**config.mk**
```make
export PLATFORM = sky130hd
export DESIGN_NAME = div8_rest
export DESIGN_NICKNAME = d
export VERILOG_FILES = /design/src/rtl/div8_rest_pkg.sv /design/src/rtl/div8_rest_sub9.sv /design/src/rtl/div8_rest.sv
export SDC_FILE = /design/constraint.sdc
export NUM_CORES = 1
export LEC_CHECK = 0
export BUFFER_PORTS_ARGS = -buffer_cell sky130_fd_sc_hd__buf_4
export CAP_MARGIN = 5
export CELL_PAD_IN_SITES_DETAIL_PLACEMENT = 0
export CELL_PAD_IN_SITES_GLOBAL_PLACEMENT = 1
export CORE_ASPECT_RATIO = 0.75
export CORE_MARGIN = 4
export CORE_UTILIZATION = 49
export CTS_BUF_LIST = sky130_fd_sc_hd__clkbuf_8
export DETAILED_ROUTE_END_ITERATION = 7
export PLACE_DENSITY = 0.95
export SYNTH_ARGS = -nofsm -noshare
export SYNTH_HDL_FRONTEND = slang
export SYNTH_SLANG_ARGS = --single-unit
export TNS_END_PERCENT = 30
```
**constraint.sdc**
```tcl
create_clock -name clk -period 9.5 [get_ports clk]
set_clock_uncertainty 0.05 [all_clocks]
set_input_delay 0.475 -clock clk [delete_from_list [all_inputs] [get_ports clk]]
set_output_delay 0.475 -clock clk [all_outputs]
set_load 0.03 [all_outputs]
```
**src/rtl/div8_rest_pkg.sv**
```systemverilog
// rtl/div8_rest_pkg.sv - shared constants and state encoding for the restoring divider
package div8_rest_pkg;

    localparam int WIDTH = 8;
    localparam int ITER  = 8;
    localparam logic [WIDTH-1:0] DIV0_Q = 8'hFF;

    typedef enum logic [1:0] {
        IDLE = 2'd0,
        RUN  = 2'd1,
        DONE = 2'd2
    } state_t;

endpackage

```
**src/rtl/div8_rest_sub9.sv**
```systemverilog
// rtl/div8_rest_sub9.sv - 9-bit ripple subtractor, d = x - y, borrow out of the top bit
module sub9 (
    input  logic [8:0] x,
    input  logic [8:0] y,
    output logic [8:0] d,
    output logic       borrow
);

    logic [9:0] bchain;

    assign bchain[0] = 1'b0;

    // Each stage is the borrow-chain mirror of a full-adder stage.
    for (genvar i = 0; i < 9; i++) begin : g_stage
        assign d[i]          = x[i] ^ y[i] ^ bchain[i];
        assign bchain[i + 1] = (~x[i] & y[i]) | (~(x[i] ^ y[i]) & bchain[i]);
    end

    assign borrow = bchain[9];

endmodule

```
**src/rtl/div8_rest.sv**
```systemverilog
// rtl/div8_rest.sv - 8-bit unsigned restoring divider, one quotient bit per cycle
// Zero divisor bypasses the iteration and reports q=FF, r=a, div0=1.
module div8_rest
    import div8_rest_pkg::*;
#(
    parameter int WIDTH = div8_rest_pkg::WIDTH
) (
    input  logic             clk,
    input  logic             rst_n,
    input  logic             start,
    input  logic [WIDTH-1:0] a,
    input  logic [WIDTH-1:0] b,
    output logic             ready,
    output logic             done,
    output logic [WIDTH-1:0] q,
    output logic [WIDTH-1:0] r,
    output logic             div0
);

    state_t           state_q, state_d;
    logic [3:0]       cnt_q, cnt_d;
    logic [WIDTH-1:0] rem_q, rem_d;
    logic [WIDTH-1:0] dvd_q, dvd_d;
    logic [WIDTH-1:0] dvs_q, dvs_d;
    logic [WIDTH-1:0] q_q, q_d;
    logic [WIDTH-1:0] r_q, r_d;
    logic             div0_q, div0_d;

    logic [WIDTH:0]   diff;
    logic             borrow;
    logic             unused_diff_msb;
    logic [WIDTH-1:0] rem_step;
    logic [WIDTH-1:0] dvd_step;

    // Trial subtract the divisor from the partial remainder with the next dividend bit shifted in.
    sub9 u_sub9 (
        .x      ({rem_q, dvd_q[WIDTH-1]}),
        .y      ({1'b0, dvs_q}),
        .d      (diff),
        .borrow (borrow)
    );

    // When no borrow occurs the difference is below the divisor, so its top bit is always zero.
    assign unused_diff_msb = diff[WIDTH];

    always_comb begin
        rem_step = borrow ? {rem_q[WIDTH-2:0], dvd_q[WIDTH-1]} : diff[WIDTH-1:0];
        dvd_step = {dvd_q[WIDTH-2:0], ~borrow};
    end

    always_comb begin
        state_d = state_q;
        cnt_d   = cnt_q;
        rem_d   = rem_q;
        dvd_d   = dvd_q;
        dvs_d   = dvs_q;
        q_d     = q_q;
        r_d     = r_q;
        div0_d  = div0_q;

        unique case (state_q)
            IDLE: begin
                if (start) begin
                    dvd_d = a;
                    dvs_d = b;
                    rem_d = '0;
                    cnt_d = '0;
                    if (b == '0) begin
                        state_d = DONE;
                        q_d     = DIV0_Q;
                        r_d     = a;
                        div0_d  = 1'b1;
                    end else begin
                        state_d = RUN;
                    end
                end
            end
            RUN: begin
                rem_d = rem_step;
                dvd_d = dvd_step;
                cnt_d = cnt_q + 4'd1;
                if (cnt_q == 4'(ITER - 1)) begin
                    state_d = DONE;
                    q_d     = dvd_step;
                    r_d     = rem_step;
                    div0_d  = 1'b0;
                end
            end
            DONE: begin
                state_d = IDLE;
            end
            default: begin
                state_d = IDLE;
            end
        endcase
    end

    always_ff @(posedge clk or negedge rst_n) begin
        if (!rst_n) begin
            state_q <= IDLE;
            cnt_q   <= '0;
            rem_q   <= '0;
            dvd_q   <= '0;
            dvs_q   <= '0;
            q_q     <= '0;
            r_q     <= '0;
            div0_q  <= 1'b0;
        end else begin
            state_q <= state_d;
            cnt_q   <= cnt_d;
            rem_q   <= rem_d;
            dvd_q   <= dvd_d;
            dvs_q   <= dvs_d;
            q_q     <= q_d;
            r_q     <= r_d;
            div0_q  <= div0_d;
        end
    end

    assign ready = (state_q == IDLE);
    assign done  = (state_q == DONE);
    assign q     = q_q;
    assign r     = r_q;
    assign div0  = div0_q;

endmodule

```
# --- Word level (Yosys, flattened, before mapping) ---
# Cells that the tools add are included.
word_totals:
  register_bits: 47
  inputBits: 19
  ram_bits: 0
  latch_bits: 0
  n_memories: 0
  romBits: 0
op_classes:
  order_cmp: 0
  shifts: 0
  add_sub_neg: 1
  eq_ne: 6
  n_mux: 23
  multipliers: 0
  div: 0
  bitwise: 55
  n_reduce_logical: 7
op_table:
  columns: ["op", "count"]
  rows:
  - ["$mux 8", 9]
  - ["$pmux 8 s2", 4]
  - ["$not 1->1", 17]
  - ["$and 1x1->1", 16]
  - ["$xor 1x1->1", 15]
  - ["$logic_not 8->1", 1]
  - ["$pmux 4 s2", 1]
  - ["$or 1x1->1", 7]
  - ["$mux 2", 3]
  - ["$reduce_and 2->1", 3]
  - ["$add 4x1->4 const B", 1]
  - ["$eq 4x3->1 const B", 1]
  - ["$mux 4", 1]
  - ["$ne 2x2->1 const B", 2]
  - ["$pmux 2 s2", 1]
  - ["$reduce_and 4->1", 1]
  - ["$mux 1", 3]
  - ["$eq 2x1->1 const B", 1]
  - ["$eq 2x2->1 const B", 1]
  - ["$logic_not 2->1", 1]
  - ["$ne 2x1->1 const B", 1]
  - ["$pmux 1 s2", 1]
  - ["$reduce_bool 2->1", 1]

# --- Depth between registers and ports, before layout ---
# Gate-level depths: netlist of run 1.
logic_depth:
  depth_word: 20
  mapped_depth: 14
  ltp_nobuf: 13

# --- Hierarchy ---
# A second synthesis of run 1 with hierarchy kept.
unflattened:
  cells_unflattened: 236
  area_unflattened_um2: 2358.5
modules_own_cells:
  columns: ["module", "cells_each", "seq_area_each_um2", "area_each_um2", "n_inst"]
  rows:
  - ["div8_rest", 207, 1176.1, 2110.8, 1]
  - ["sub9", 29, 0.0, 247.7, 1]

# --- Least setup slack after synthesis of run 1 ---
# OpenSTA, ideal clock, no wires.
synth_path:
  kind: "register to register"
  start: "reg dvd_q[7]"
  end: "reg r_q[7], in the netlist r[7]"
  t_arrival_ns: 4.122
  path_slack_ns: 5.203
  t_required_ns: 9.325
  path_stages_with_launch: 15
  setup_time_ns: 0.125
  synth_period_minus_slack_ns: 4.297
  path_cell_list: "dfrtp_1 inv_1 ha_1 fa_1 fa_1 fa_1 fa_1 fa_1 fa_1 fa_1 nand2b_1 clkbuf_1 or2_2 a31oi_1 mux2_2"
synth_via:
  elab_chain_len: 20
  word_cells_on_any_way: 21
synth_rtl:
  columns: ["element", "line", "text"]
  rows:
  - ["start: declaration", "div8_rest.sv:23", "logic [WIDTH-1:0] dvd_q, dvd_d;"]
  - ["start signal: assignment", "div8_rest.sv:112", "dvd_q <= dvd_d;"]
  - ["$not 1->1 (*)", "div8_rest_sub9.sv:16", "assign bchain[i + 1] = (~x[i] & y[i]) | (~(x[i] ^ y[i]) & bchain[i]);"]
  - ["$and 1x1->1 (*) (2 in a row)", "div8_rest_sub9.sv:16", null]
  - ["$or 1x1->1 (*)", "div8_rest_sub9.sv:16", null]
  - ["$and 1x1->1 (*)", "div8_rest_sub9.sv:16", null]
  - ["$or 1x1->1 (*)", "div8_rest_sub9.sv:16", null]
  - ["$and 1x1->1 (*)", "div8_rest_sub9.sv:16", null]
  - ["$or 1x1->1 (*)", "div8_rest_sub9.sv:16", null]
  - ["$and 1x1->1 (*)", "div8_rest_sub9.sv:16", null]
  - ["[... 3 more ...]", null, null]
  - ["$and 1x1->1 (*)", "div8_rest_sub9.sv:16", null]
  - ["$or 1x1->1 (*)", "div8_rest_sub9.sv:16", null]
  - ["$and 1x1->1", "div8_rest_sub9.sv:16", null]
  - ["$or 1x1->1", "div8_rest_sub9.sv:16", null]
  - ["$and 1x1->1", "div8_rest_sub9.sv:16", null]
  - ["$mux 8 (*)", "div8_rest.sv:47", "rem_step = borrow ? {rem_q[WIDTH-2:0], dvd_q[WIDTH-1]} : diff[WIDTH-1:0];"]
  - ["$mux 8 (*)", "div8_rest.sv:82", "if (cnt_q == 4'(ITER - 1)) begin"]
  - ["$pmux 8 s2 (*)", "div8_rest.sv:61", "unique case (state_q)"]
  - ["end signal: assignment", "div8_rest.sv:115", "r_q <= r_d;"]
  - ["end: declaration", "div8_rest.sv:26", "logic [WIDTH-1:0] r_q, r_d;"]
# Mark *: on every way between the ends. The rest lies on a longest branch, timed or not. The select of a mux whose other input is x is not followed.
# A chain may end at the register's enable or synchronous reset.

# --- Worst setup path in the final report of run 1 ---
# Ends and elaborated chain as after synthesis.

==> results of run 1 <==
worst register-to-register path, delay by kind of cell (launching register included):
kind,cells,cell delay [ns]
AO/OA/AOI/OAI,1,0.07
adder cells (fa/ha/maj),8,3.05
AND/OR/NAND/NOR,2,0.53
buffers and inverters,1,0.05
multiplexers,1,0.29
flip-flops,1,0.38
power by group:
| group | total (W) | switching (W) | internal (W) | leakage (nW) |
|---|---|---|---|---|
| logic | 0.000575 | 0.000328 | 0.000247 | 0.672 |
| clock network | 0.000137 | 0.0000609 | 0.0000760 | 0.0554 |
| registers | 0.000365 | 0.0000676 | 0.000297 | 0.549 |
| total | 0.00108 | 0.000456 | 0.000620 | 1.28 |
cell families after synthesis:
group,after synthesis
AND/OR/NAND/NOR,75
flip-flops,47
buffers and inverters,31
XOR/XNOR,1
AO/OA/AOI/OAI,39
multiplexers,16
adder cells (fa/ha/maj),9
routing by layer:
| metal | vias to the layer above | wire length, um |
|---|---|---|
| li1 | 802 | - |
| met1 | 806 | 2300 |
| met2 | 56 | 2010 |
| met3 | 4 | 338 |
| met4 | 0 | 33 |
| met5 | - | 0 |
area by class of cell:
type / instances / area [um2] / area share, %
Sequential cell: 47 / 1180 / 43.7
Multi-Input combinational cell: 140 / 972 / 36.1
Timing Repair Buffer: 39 / 293 / 10.9
Inverter: 20 / 75.1 / 2.79
Tap cell: 57 / 71.3 / 2.65
Clock buffer: 5 / 68.8 / 2.56
Clock inverter: 2 / 33.8 / 1.26
Yosys cell counts:
cell type	n	area (um2)
dfrtp_1	47	1180
nand2_1	41	154
inv_1	20	75.1
mux2i_1	12	120
nor2_1	9	33.8
a21oi_1	8	40.0
nor3b_1	8	60.1
a211oi_1	7	52.6
clkbuf_1	7	26.3
fa_1	7	140
a31oi_1	6	37.5
nand2b_1	6	37.5
o21ai_0	5	25.0
a21o_1	4	30.0
mux2_2	4	45.0
a31o_2	3	26.3
o221a_2	3	33.8
buf_2	2	10.0
ha_1	2	25.0
nand3_1	2	10.0
nor2b_1	2	12.5
nor4_1	2	12.5
a22o_1	1	8.76
buf_1	1	3.75
buf_8	1	15.0
nand3b_1	1	7.51
nand4_1	1	6.26
o21a_1	1	7.51
o21ai_4	1	16.3
or2_2	1	6.26
or3_1	1	6.26
or3b_1	1	8.76
xor2_1	1	8.76
state kept, by name (all words and copies together), names as in the netlist:
signal,flops
dvd_q,8
r,8
dvs_q,8
div0,1
state_q,2
rem_q,8
cnt_q,4
q,8
final timing paths:
path / endpoint / slack, ns / depth (start not counted)
max: r[7]$_DFFE_PN0P_ / 4.95 / 13
min: q[5]$_DFFE_PN0P_ / 0.13 / 1
max reg2reg: r[7]$_DFFE_PN0P_ / 4.95 / 13
min reg2reg: div0$_DFFE_PN0P_ / 0.44 / 1
max in group asynchronous: rem_q[2]$_DFFE_PN0P_ / 8.86 / 1
min in group clk: dvs_q[7]$_DFFE_PN0P_ / 0.33 / 3
through the flow:
stage / total power (W) / util (%) / setup slack, ns / hold slack [ns]
2_1_floorplan: 0.000775 / - / 5.20 / 0.129
3_3_place_gp: 0.000926 / 57.9 / 5.09 / 0.411
3_5_place_dp: 0.000948 / 57.9 / 4.99 / 0.432
4_1_cts: 0.00108 / 60.2 / 4.98 / 0.150
5_1_grt: 0.00116 / 60.2 / 4.76 / 0.189
6_report: 0.00108 / 60.2 / 4.95 / 0.135
==> load_flow_metrics.sql, run 1 <==
INSERT INTO impl_metrics (metric_group, metric, value, unit) VALUES
('timing', 'grt_setup_unrepaired', 'no', ''),
('power', 'max-vdd-ir-drop', '0.180', 'mV'),
('route', 'detailroute.via_count', '1668', ''),
('timing', 'period_share', '47.8', '%'),
('place', 'placedCellCount', '303', ''),
('synthesis', 'largest_family_of_logic_cells_by_synthesized_area', 'simple AND/OR/NAND/NOR gates', ''),
('worst_setup_path', 'crit-reg2reg-launch', 'dvd_q[7]$_DFFE_PN0P_', ''),
('grt', 'via_count_of_the_first_global_routing_pass', '1596', ''),
('run_status', 'result_of_the_run', 'complete, no violations', ''),
('grt', 'met3_usage', '3.58', '%'),
('grt', 'grt.overflow.total', '0', ''),
('timing', 'finalHoldViolCount', '0', ''),
('worst_setup_path', 'cp.buffers_inverters', '1', ''),
('worst_setup_path', 'critical_path.cell_chain', 'inv_1 -> ha_1 -> fa_1 -> fa_1 -> fa_1 -> fa_1 -> fa_1 -> fa_1 -> fa_1 -> nand2b_1 -> or2_2 -> a31oi_1 -> mux2_2', ''),
('timing', 'worst-slew-pin-transition', '0.884', 'ns'),
('synthesis', 'area_share_of_fa_ha_maj_cells_after_synthesis', '7.25', '%'),
('worst_setup_path', 'crit_start', 'dvd_q[7]$_DFFE_PN0P_', ''),
('floorplanning', 'initial_utilization', '51.0', '%'),
('place', 'port-buffer-count', '37', ''),
('clocking', 'cts.htree.levels', '2', ''),
('clocking', 'ctsHoldBuffers', '0', ''),
('clocking', 'clock-sinks', '47', ''),
('timing', 'report.final.setup_viol', '0', ''),
('final_layout', 'count_of_antenna_diodes_in_the_layout', '0', ''),
('final_layout', 'final_cell_mix', 'dfrtp_1, nand2_1, buf_4, inv_1, mux2i_1', ''),
('floorplanning', 'die_h', '67.1', 'um'),
('worst_setup_path', 'timing.critical_path.mode_cell', 'fa_1', ''),
('synthesis', 'synth_simple_gate_area_share', '15.6', '%'),
('timing', 'fmax', '220', 'MHz'),
('clocking', 'path_clk_slew', '0.08', 'ns'),
('synthesis', 'postSynthRegisterBits', '47', ''),
('timing', 'timing.setup.tns', '0', 'ns'),
('hold_path', 'min_path_type', 'primary input to async pin', ''),
('worst_setup_path', 'timing.critical_path.slowest_cell_delay', '0.49', 'ns'),
('worst_setup_path', 'cp_top_family', 'adder cells', ''),
('worst_setup_path', 'criticalPathCategory', 'flip-flop to flip-flop', ''),
('final_layout', 'final_area', '2690', 'um2'),
('synthesis', 'yosysWarningCount', '0', ''),
('final_layout', 'drive_gt1_share', '22.5', '%'),
('grt', 'grt-busiest-layer', 'met1', ''),
('power', 'static-leakage-power', '1.28', 'nW'),
('place', 'detailed_place.area', '2590', 'um2'),
('worst_setup_path', 'critPathArrivalTime', '4.67', 'ns'),
('grt', 'grt_pass1_wl', '7780', 'um'),
('route', 'drtIter0Drc', '136', ''),
('clocking', 'post_cts_resize_count', '0', ''),
('grt', 'grt.met1_usage', '26.2', '%'),
('route', 'ant_nets', '0', ''),
('synthesis', 'synth_seq_area_share', '51.6', '%'),
('place', 'dp.final_hpwl', '3440', 'um'),
('route', 'detail_route.wirelength', '4670', 'um'),
('clocking', 'clockRootBuffer', 'clkbuf_8', ''),
('synthesis', 'synthesized_area_per_cell', '10.5', 'um2'),
('synthesis', 'synth-compound-area-share', '12.2', '%'),
('route', 'drc_errors', '0', ''),
('final_layout', 'final_cells', '310', ''),
('floorplanning', 'core_area', '4470', 'um2'),
('timing', 'slew_headroom', '41.0', '%'),
('clocking', 'clock_latency_on_the_worst_skew_pair', '0.29', 'ns'),
('final_layout', 'finalNetCount', '281', ''),
('worst_setup_path', 'timing.critical_path.slowest_stage_cell', 'fa_1', ''),
('place', 'finalWeightedCongestion', '0.825', ''),
('synthesis', 'post_synth_xor_area_fraction', '0.384', '%'),
('worst_setup_path', 'cp-end-kind', 'flip-flop', ''),
('power', 'power_per_cell_area', '400', 'nW/um2'),
('final_layout', 'syn2layout_area_growth', '18.1', '%'),
('worst_setup_path', 'worst-endpoint-required', '9.63', 'ns'),
('synthesis', 'postSynthCellCount', '218', ''),
('final_layout', 'layout.filler_cells', '400', ''),
('synthesis', 'synthesis.nets', '246', ''),
('floorplanning', 'die_area', '5820', 'um2');
Power figures use the tool's default switching activity.
==> run 2: changes to the inputs <==
- ABC_AREA: not set -> 1
- CORE_UTILIZATION: 49 -> 44
- PLACE_DENSITY: 0.95 -> 0.92
- clock period: 9.5 -> 4.55 ns (I/O delays scaled with it)
==> run 2 against run 1 <==
Effect of this change:
- critical path depth increased by 1
- sequential share of layout area decreased by 1.5 points
- die area increased by 15%
- combinational power increased by 130%
- core utilization decreased by 5.3 points
- area after synthesis increased by 4.8%
==> load_flow_metrics.sql, run 2 <==
INSERT INTO impl_metrics (metric_group, metric, value, unit) VALUES
('final_layout', 'drive_gt1_share', '21.3', '%'),
('clocking', 'path_clk_slew', '0.09', 'ns'),
('hold_path', 'min_path_type', 'primary input to flip-flop', ''),
('power', 'max-vdd-ir-drop', '0.320', 'mV'),
('synthesis', 'synthDominantCellAreaShare', '49.3', '%'),
('power', 'sw_frac_of_total', '46.9', '%'),
('worst_setup_path', 'worst_setup_path_start_kind', 'flip-flop', ''),
('route', 'detailroute.via_count', '1783', ''),
('synthesis', 'synthesis.nets', '283', ''),
('place', 'port-buffer-count', '37', ''),
('clocking', 'cts-root-to-sink-buffers', '2', ''),
('grt', 'via_count_of_the_first_global_routing_pass', '1822', ''),
('floorplanning', 'core_area', '5060', 'um2'),
('timing', 'report.final.setup_viol', '0', ''),
('clocking', 'post_cts_resize_count', '0', ''),
('final_layout', 'syn2layout_area_growth', '16.6', '%'),
('floorplanning', 'initial_utilization', '47.1', '%'),
('worst_setup_path', 'critPathArrivalTime', '4.39', 'ns'),
('floorplanning', 'die_h', '71.8', 'um'),
('clocking', 'cts.htree.levels', '2', ''),
('synthesis', 'post_synth_xor_area_fraction', '0.734', '%'),
('route', 'drtIter0Drc', '121', ''),
('timing', 'worst-slew-pin-transition', '0.867', 'ns'),
('power', 'total_switching_power', '0.00111', 'W'),
('synthesis', 'post_synth_main_area_contributors', 'dfrtp_1, nand2_1, nand3_1, fa_1, inv_1', ''),
('place', 'dpl_worst_slack', '0.414', 'ns'),
('grt', 'grt_max_degree', '48', ''),
('synthesis', 'async_flop_share', '100', '%'),
('synthesis', 'yosysWarningCount', '0', ''),
('grt', 'grt.overflow.total', '0', ''),
('synthesis', 'synth-compound-area-share', '8.91', '%'),
('synthesis', 'post_synth_mux_area_share', '3.77', '%'),
('synthesis', 'synth_simple_gate_area_share', '22.0', '%'),
('synthesis', 'post_synth_edffs', '0', ''),
('clocking', 'clock_latency_on_the_worst_skew_pair', '0.30', 'ns'),
('final_layout', 'finalNetCount', '319', ''),
('synthesis', 'syn_area', '2390', 'um2'),
('synthesis', 'yosys_most_used_dff', 'dfrtp_1', ''),
('synthesis', 'postSynthRegisterBits', '47', ''),
('power', 'power_per_cell_area', '848', 'nW/um2'),
('synthesis', 'yosys-top-cells-count', 'nand2_1, dfrtp_1, nand3_1', ''),
('timing', 'slew_headroom', '42.2', '%'),
('worst_setup_path', 'cp-end-kind', 'flip-flop', ''),
('clocking', 'clock_tree_from_tritoncts', 'built', ''),
('synthesis', 'synth_seq_area_share', '49.3', '%'),
('synthesis', 'yosys.cell_count.top_type', 'nand2_1', ''),
('clocking', 'cts-buffers-inserted', '5', ''),
('clocking', 'clock-sinks', '47', ''),
('job', 'maxCapViolCount', '0', ''),
('power', 'internal_power', '0.00125', 'W'),
('final_layout', 'final_cell_mix', 'nand2_1, dfrtp_1, nand3_1, buf_4, inv_1', ''),
('timing', 'grt_setup_unrepaired', 'no', ''),
('synthesis', 'synth.largest_area_cell', 'dfrtp_1', ''),
('route', 'drc_errors', '0', ''),
('synthesis', 'synth_cell_types', '25', ''),
('floorplanning', 'die_w', '93.1', 'um'),
('floorplanning', 'die_area', '6680', 'um2'),
('route', 'detail_route.wirelength', '5130', 'um'),
('final_layout', 'count_of_antenna_diodes_in_the_layout', '0', ''),
('power', 'power_frac_comb', '55.6', '%'),
('power', 'clock_power_share', '12.6', '%'),
('worst_setup_path', 'top_fanout_value_on_the_critical_path', '8', ''),
('place', 'dp.final_hpwl', '3670', 'um'),
('floorplanning', 'boundaryPins', '38', ''),
('synthesis', 'largest_family_of_logic_cells_by_synthesized_area', 'simple AND/OR/NAND/NOR gates', ''),
('grt', 'grt_pass1_wl', '8860', 'um'),
('synthesis', 'area_share_of_fa_ha_maj_cells_after_synthesis', '6.92', '%'),
('place', 'finalWeightedCongestion', '0.827', ''),
('run_status', 'result_of_the_run', 'complete, no violations', ''),
('grt', 'grt_antenna_before_repair', '0', ''),
('timing', 'post-route-min-period', '4.19', 'ns'),
('route', 'detail_route.first_pass.iterations', '4', ''),
('clocking', 'clockRootBuffer', 'clkbuf_8', ''),
('power', 'static-leakage-power', '1.40', 'nW'),
('timing', 'period_share', '92.0', '%'),
('timing', 'finalHoldViolCount', '0', ''),
('grt', 'grtUsageTotal', '17.0', '%'),
('place', 'placedCellCount', '355', ''),
('timing', 'timing.setup.tns', '0', 'ns'),
('timing', 'postLayoutSetupSlackWorst', '0.363', 'ns'),
('final_layout', 'mostFrequentLayoutCell', 'nand2_1', ''),
('route', 'post_drt_wl_per_cell', '14.1', 'um'),
('power', 'power.sequential.fraction', '31.8', '%'),
('synthesis', 'synthesized_area_per_cell', '9.36', 'um2'),
('timing', 'fin_hold_ws', '0.106', 'ns'),
('route', 'avgViaCountPerCell', '4.91', ''),
('worst_setup_path', 'criticalPathCategory', 'flip-flop to flip-flop', ''),
('route', 'ant_nets', '0', ''),
('floorplanning', 'num_rows', '22', ''),
('synthesis', 'postSynthCellCount', '255', ''),
('final_layout', 'layout.filler_cells', '477', ''),
('timing', 'timing.final.max_slew_violations', '0', ''),
('worst_setup_path', 'worst-endpoint-required', '4.75', 'ns'),
('timing', 'fmax', '239', 'MHz'),
('final_layout', 'final_cells', '363', '');
[run 2: changes by cell type in the layout (fill, tap and decap cells not counted), sizes merged, moves of 11 or more]
| cell | before | now |
|---|---|---|
| inv | 21 | 32 |
| nand3 | 2 | 43 |
| nand2 | 41 | 66 |
| o21ai | 6 | 21 |
| mux2i | 12 | 0 |
[run 2: cells by family (layout without fill, tap and decap cells)]
kind of cell	count (synthesis)	count (layout)
AO/OA/AOI/OAI	32	32
XOR/XNOR	2	2
adder cells (fa/ha/maj)	9	9
buffers and inverters	40	76
flip-flops	47	47
multiplexers	8	8
AND/OR/NAND/NOR	117	117
[run 2: worst paths after layout]
kind	from	endpoint	slack [ns]	depth (start not counted)
worst max-delay path	dvd_q[7]$_DFFE_PN0P_	r[3]$_DFFE_PN0P_	0.36	14
worst min-delay path	b[1]	dvs_q[1]$_DFFE_PN0P_	0.11	2
worst max register to register	dvd_q[7]$_DFFE_PN0P_	r[3]$_DFFE_PN0P_	0.36	14
worst min register to register	div0$_DFFE_PN0P_	div0$_DFFE_PN0P_	0.43	2
max in group asynchronous	rst_n	dvs_q[7]$_DFFE_PN0P_	3.64	2
min in group asynchronous	rst_n	r[0]$_DFFE_PN0P_	0.41	2
[run 2: worst max-delay path, stage by stage (launching register included)]
cell and delay [ns]:
dfrtp_1 0.35, inv_1 0.06, ha_1 0.20, fa_1 0.39
fa_1 0.39, fa_1 0.39, fa_1 0.38, fa_1 0.39
fa_1 0.39, fa_1 0.41, nand2_1 0.24, nand3_1 0.14
nand3_1 0.16, nand3_1 0.09, nand2_1 0.11
[run 2: stage by stage]
stage / instance area, um2 / total power (W) / utilization, %
CTS: 2780 / 0.00239 / 54.9
floorplan: 2390 / 0.00176 / -
global route: 2780 / 0.00260 / 54.9
global placement: 2670 / 0.00205 / 52.7
detailed placement: 2670 / 0.00208 / 52.7
finish: 2780 / 0.00236 / 54.9
[run 2: power groups by stage]
stage,combinational [W],clock (W),sequential [W]
floorplan,0.000882,0,0.000876
global placement,0.00130,0,0.000754
detailed placement,0.00132,0,0.000758
CTS,0.00133,0.000306,0.000751
global route,0.00150,0.000321,0.000775
finish,0.00131,0.000298,0.000749
[run 2: layout make-up]
type,count,area [um2],share of cell area [%]
Tap cell,72,90.1,3.24
Inverter,31,116,4.18
Multi-Input combinational cell,168,1010,36.3
Sequential cell,47,1180,42.3
Clock inverter,2,33.8,1.21
Clock buffer,5,68.8,2.47
Timing Repair Buffer,38,288,10.3
[run 2: timing repair]
item,CTS,global route
buffers inserted,0,0
hold buffers,1,0
endpoints found under the hold margin,47,0
[run 2: routing by layer]
layer  GRT usage (%)  wire, um  up-vias
met5               0         0        -
met4            3.90        42        0
met3            3.99       282        5
met2            26.0      2260       41
met1            24.5      2540      834
li1                -         -      903
==> run 3: changes to the inputs <==
- CELL_PAD_IN_SITES_DETAIL_PLACEMENT: 0 -> not set
- CELL_PAD_IN_SITES_GLOBAL_PLACEMENT: 1 -> not set
- CORE_UTILIZATION: 44 -> 58
- HOLD_SLACK_MARGIN: not set -> 0.1
==> run 3 against run 2 <==
Effect of this change:
- die area fell by 22%
- core utilization up 17 points
- hold slack worse by 0.0011 ns
- routed wire length is 0.37% higher
- largest power group unchanged
- combinational power hardly changed
- final cell count decreased by 5.2%
- count of clock-buffer cells in the layout is 2 higher
- global-route usage increased by 5.4 points
- critical path type unchanged
- power shrank 0.29%
- non-clock buffer count stayed put
- setup slack better by 0.030 ns
==> load_flow_metrics.sql, run 3 (synthesized netlist as in run 2, its figures left out) <==
INSERT INTO impl_metrics (metric_group, metric, value, unit) VALUES
('timing', 'post-route-min-period', '4.16', 'ns'),
('timing', 'timing.final.max_slew_violations', '0', ''),
('clocking', 'clock_tree_from_tritoncts', 'built', ''),
('timing', 'slew_headroom', '40.7', '%'),
('place', 'port-buffer-count', '37', ''),
('grt', 'grt_antenna_before_repair', '0', ''),
('timing', 'worst-slew-pin-transition', '0.889', 'ns'),
('worst_setup_path', 'criticalPathCategory', 'flip-flop to flip-flop', ''),
('worst_setup_path', 'timing.critical_path.slowest_stage_cell', 'fa_1', ''),
('floorplanning', 'die_h', '63.6', 'um'),
('timing', 'timing.setup.tns', '0', 'ns'),
('route', 'detailroute.via_count', '1871', ''),
('power', 'power_per_cell_area', '853', 'nW/um2'),
('floorplanning', 'boundaryPins', '38', ''),
('worst_setup_path', 'timing.critical_path.slowest_cell_delay', '0.40', 'ns'),
('grt', 'via_count_of_the_first_global_routing_pass', '1867', ''),
('floorplanning', 'initial_utilization', '62.8', '%'),
('route', 'drc_errors', '0', ''),
('final_layout', 'syn2layout_area_growth', '15.4', '%'),
('clocking', 'clockRootBuffer', 'clkbuf_8', ''),
('worst_setup_path', 'cp-end-kind', 'flip-flop', ''),
('clocking', 'cts-buffers-inserted', '5', ''),
('worst_setup_path', 'critical_path.cell_chain', 'inv_1 -> ha_1 -> fa_1 -> fa_1 -> fa_1 -> fa_1 -> fa_1 -> fa_1 -> fa_1 -> nand2_1 -> nand3_1 -> nand3_1 -> nand3_1 -> nand2_1', ''),
('final_layout', 'layout.filler_cells', '307', ''),
('floorplanning', 'die_w', '82.1', 'um'),
('route', 'avgViaCountPerCell', '5.44', ''),
('timing', 'fmax', '241', 'MHz'),
('route', 'detail_route.wirelength', '5140', 'um'),
('final_layout', 'count_of_antenna_diodes_in_the_layout', '0', ''),
('worst_setup_path', 'cp_top_family', 'adder cells', ''),
('grt', 'grt_pass1_wl', '8840', 'um'),
('grt', 'grt_max_degree', '48', ''),
('grt', 'grtUsageTotal', '22.3', '%'),
('grt', 'grt.overflow.total', '0', ''),
('worst_setup_path', 'worst-endpoint-required', '4.74', 'ns'),
('power', 'static-leakage-power', '1.40', 'nW'),
('final_layout', 'finalNetCount', '319', ''),
('worst_setup_path', 'top_fanout_value_on_the_critical_path', '8', ''),
('timing', 'report.final.setup_viol', '0', ''),
('final_layout', 'drive_gt1_share', '21.6', '%'),
('job', 'maxCapViolCount', '0', ''),
('route', 'post_drt_wl_per_cell', '15.0', 'um'),
('timing', 'period_share', '91.4', '%'),
('floorplanning', 'die_area', '5220', 'um2'),
('worst_setup_path', 'critPathArrivalTime', '4.35', 'ns'),
('worst_setup_path', 'timing.critical_path.mode_cell', 'fa_1', ''),
('floorplanning', 'core_area', '3800', 'um2'),
('hold_path', 'min_path_type', 'primary input to flip-flop', ''),
('timing', 'postLayoutSetupSlackWorst', '0.392', 'ns'),
('place', 'dp.final_hpwl', '3690', 'um'),
('final_layout', 'final_cell_mix', 'nand2_1, dfrtp_1, nand3_1, buf_4, inv_1', ''),
('worst_setup_path', 'cp.buffers_inverters', '1', ''),
('final_layout', 'mostFrequentLayoutCell', 'nand2_1', ''),
('route', 'drtIter0Drc', '140', ''),
('power', 'max-vdd-ir-drop', '0.550', 'mV'),
('clocking', 'cts.htree.levels', '2', ''),
('timing', 'finalHoldViolCount', '0', ''),
('place', 'dpl_worst_slack', '0.398', 'ns'),
('floorplanning', 'num_rows', '19', ''),
('timing', 'grt_setup_unrepaired', 'no', ''),
('worst_setup_path', 'worst_setup_path_start_kind', 'flip-flop', ''),
('route', 'ant_nets', '0', ''),
('clocking', 'clock_latency_on_the_worst_skew_pair', '0.31', 'ns'),
('clocking', 'cts.repair_timing.setup_buffer_count', '0', ''),
('worst_setup_path', 'regToRegSetupSlack', '0.39', 'ns'),
('timing', 'fin_hold_ws', '0.105', 'ns'),
('run_status', 'result_of_the_run', 'complete, no violations', ''),
('route', 'detail_route.first_pass.iterations', '4', ''),
('place', 'finalWeightedCongestion', '0.878', ''),
('clocking', 'path_clk_slew', '0.09', 'ns'),
('clocking', 'cts-root-to-sink-buffers', '2', ''),
('clocking', 'clock-sinks', '47', '');
[run 3: final cells by class]
class,instances,area (um2),area share (%)
inverter,31,116,4.22
timing repair buffer,38,288,10.4
clock inverter,1,3.75,0.136
sequential,47,1180,42.7
multi-input combinational,168,1010,36.6
tap,52,65.1,2.36
clock buffer,7,96.3,3.50
[run 3: path summary, 6_finish.rpt]
kind                                   endpoint                  from  cells after the start
setup / recovery               r[5]$_DFFE_PN0P_  dvd_q[7]$_DFFE_PN0P_                     14
hold / removal             dvs_q[5]$_DFFE_PN0P_                  b[5]                      2
setup reg to reg               r[5]$_DFFE_PN0P_  dvd_q[7]$_DFFE_PN0P_                     14
hold reg to reg                q[6]$_DFFE_PN0P_      q[6]$_DFFE_PN0P_                      2
max in group asynchronous  dvd_q[3]$_DFFE_PN0P_                 rst_n                      2
min in group asynchronous  dvs_q[2]$_DFFE_PN0P_                 rst_n                      2
[run 3: stage by stage]
step / utilization, % / instances / total power (W) / instance area (um2)
floorplan: - / 255 / 0.00176 / 2390
global placement: 69.5 / 335 / 0.00202 / 2650
detailed placement: 69.5 / 335 / 0.00208 / 2650
CTS: 72.4 / 344 / 0.00236 / 2760
global route: 72.4 / 344 / 0.00257 / 2760
finish: 72.4 / 344 / 0.00235 / 2760
[run 3: power breakdown]
group / internal (W) / switching, W / total, W
clock: 0.000137 / 0.000138 / 0.000274
combinational: 0.000471 / 0.000853 / 0.00132
sequential: 0.000624 / 0.000129 / 0.000753
total: 0.00123 / 0.00112 / 0.00235
[run 3: worst register-to-register path, cell delays in order, from the launching register on]
cell and delay [ns]:
dfrtp_1 0.35, inv_1 0.06, ha_1 0.20, fa_1 0.38
fa_1 0.38, fa_1 0.38, fa_1 0.39, fa_1 0.39
fa_1 0.39, fa_1 0.40, nand2_1 0.23, nand3_1 0.17
nand3_1 0.13, nand3_1 0.08, nand2_1 0.11
[run 3: repair_timing]
item	in CTS	in global routing
endpoints found under the hold margin	47	0
hold buffers	1	0
endpoints found under the setup margin	0	0
resized for setup	0	0
[run 3: per-layer routing]
metal	GRT usage [%]	part of all wire [%]	up-vias
met1	32.0	44	893
met2	32.5	46	75
met5	0	0	-
li1	-	-	899
met4	6.02	0.82	0
met3	7.26	9.4	4
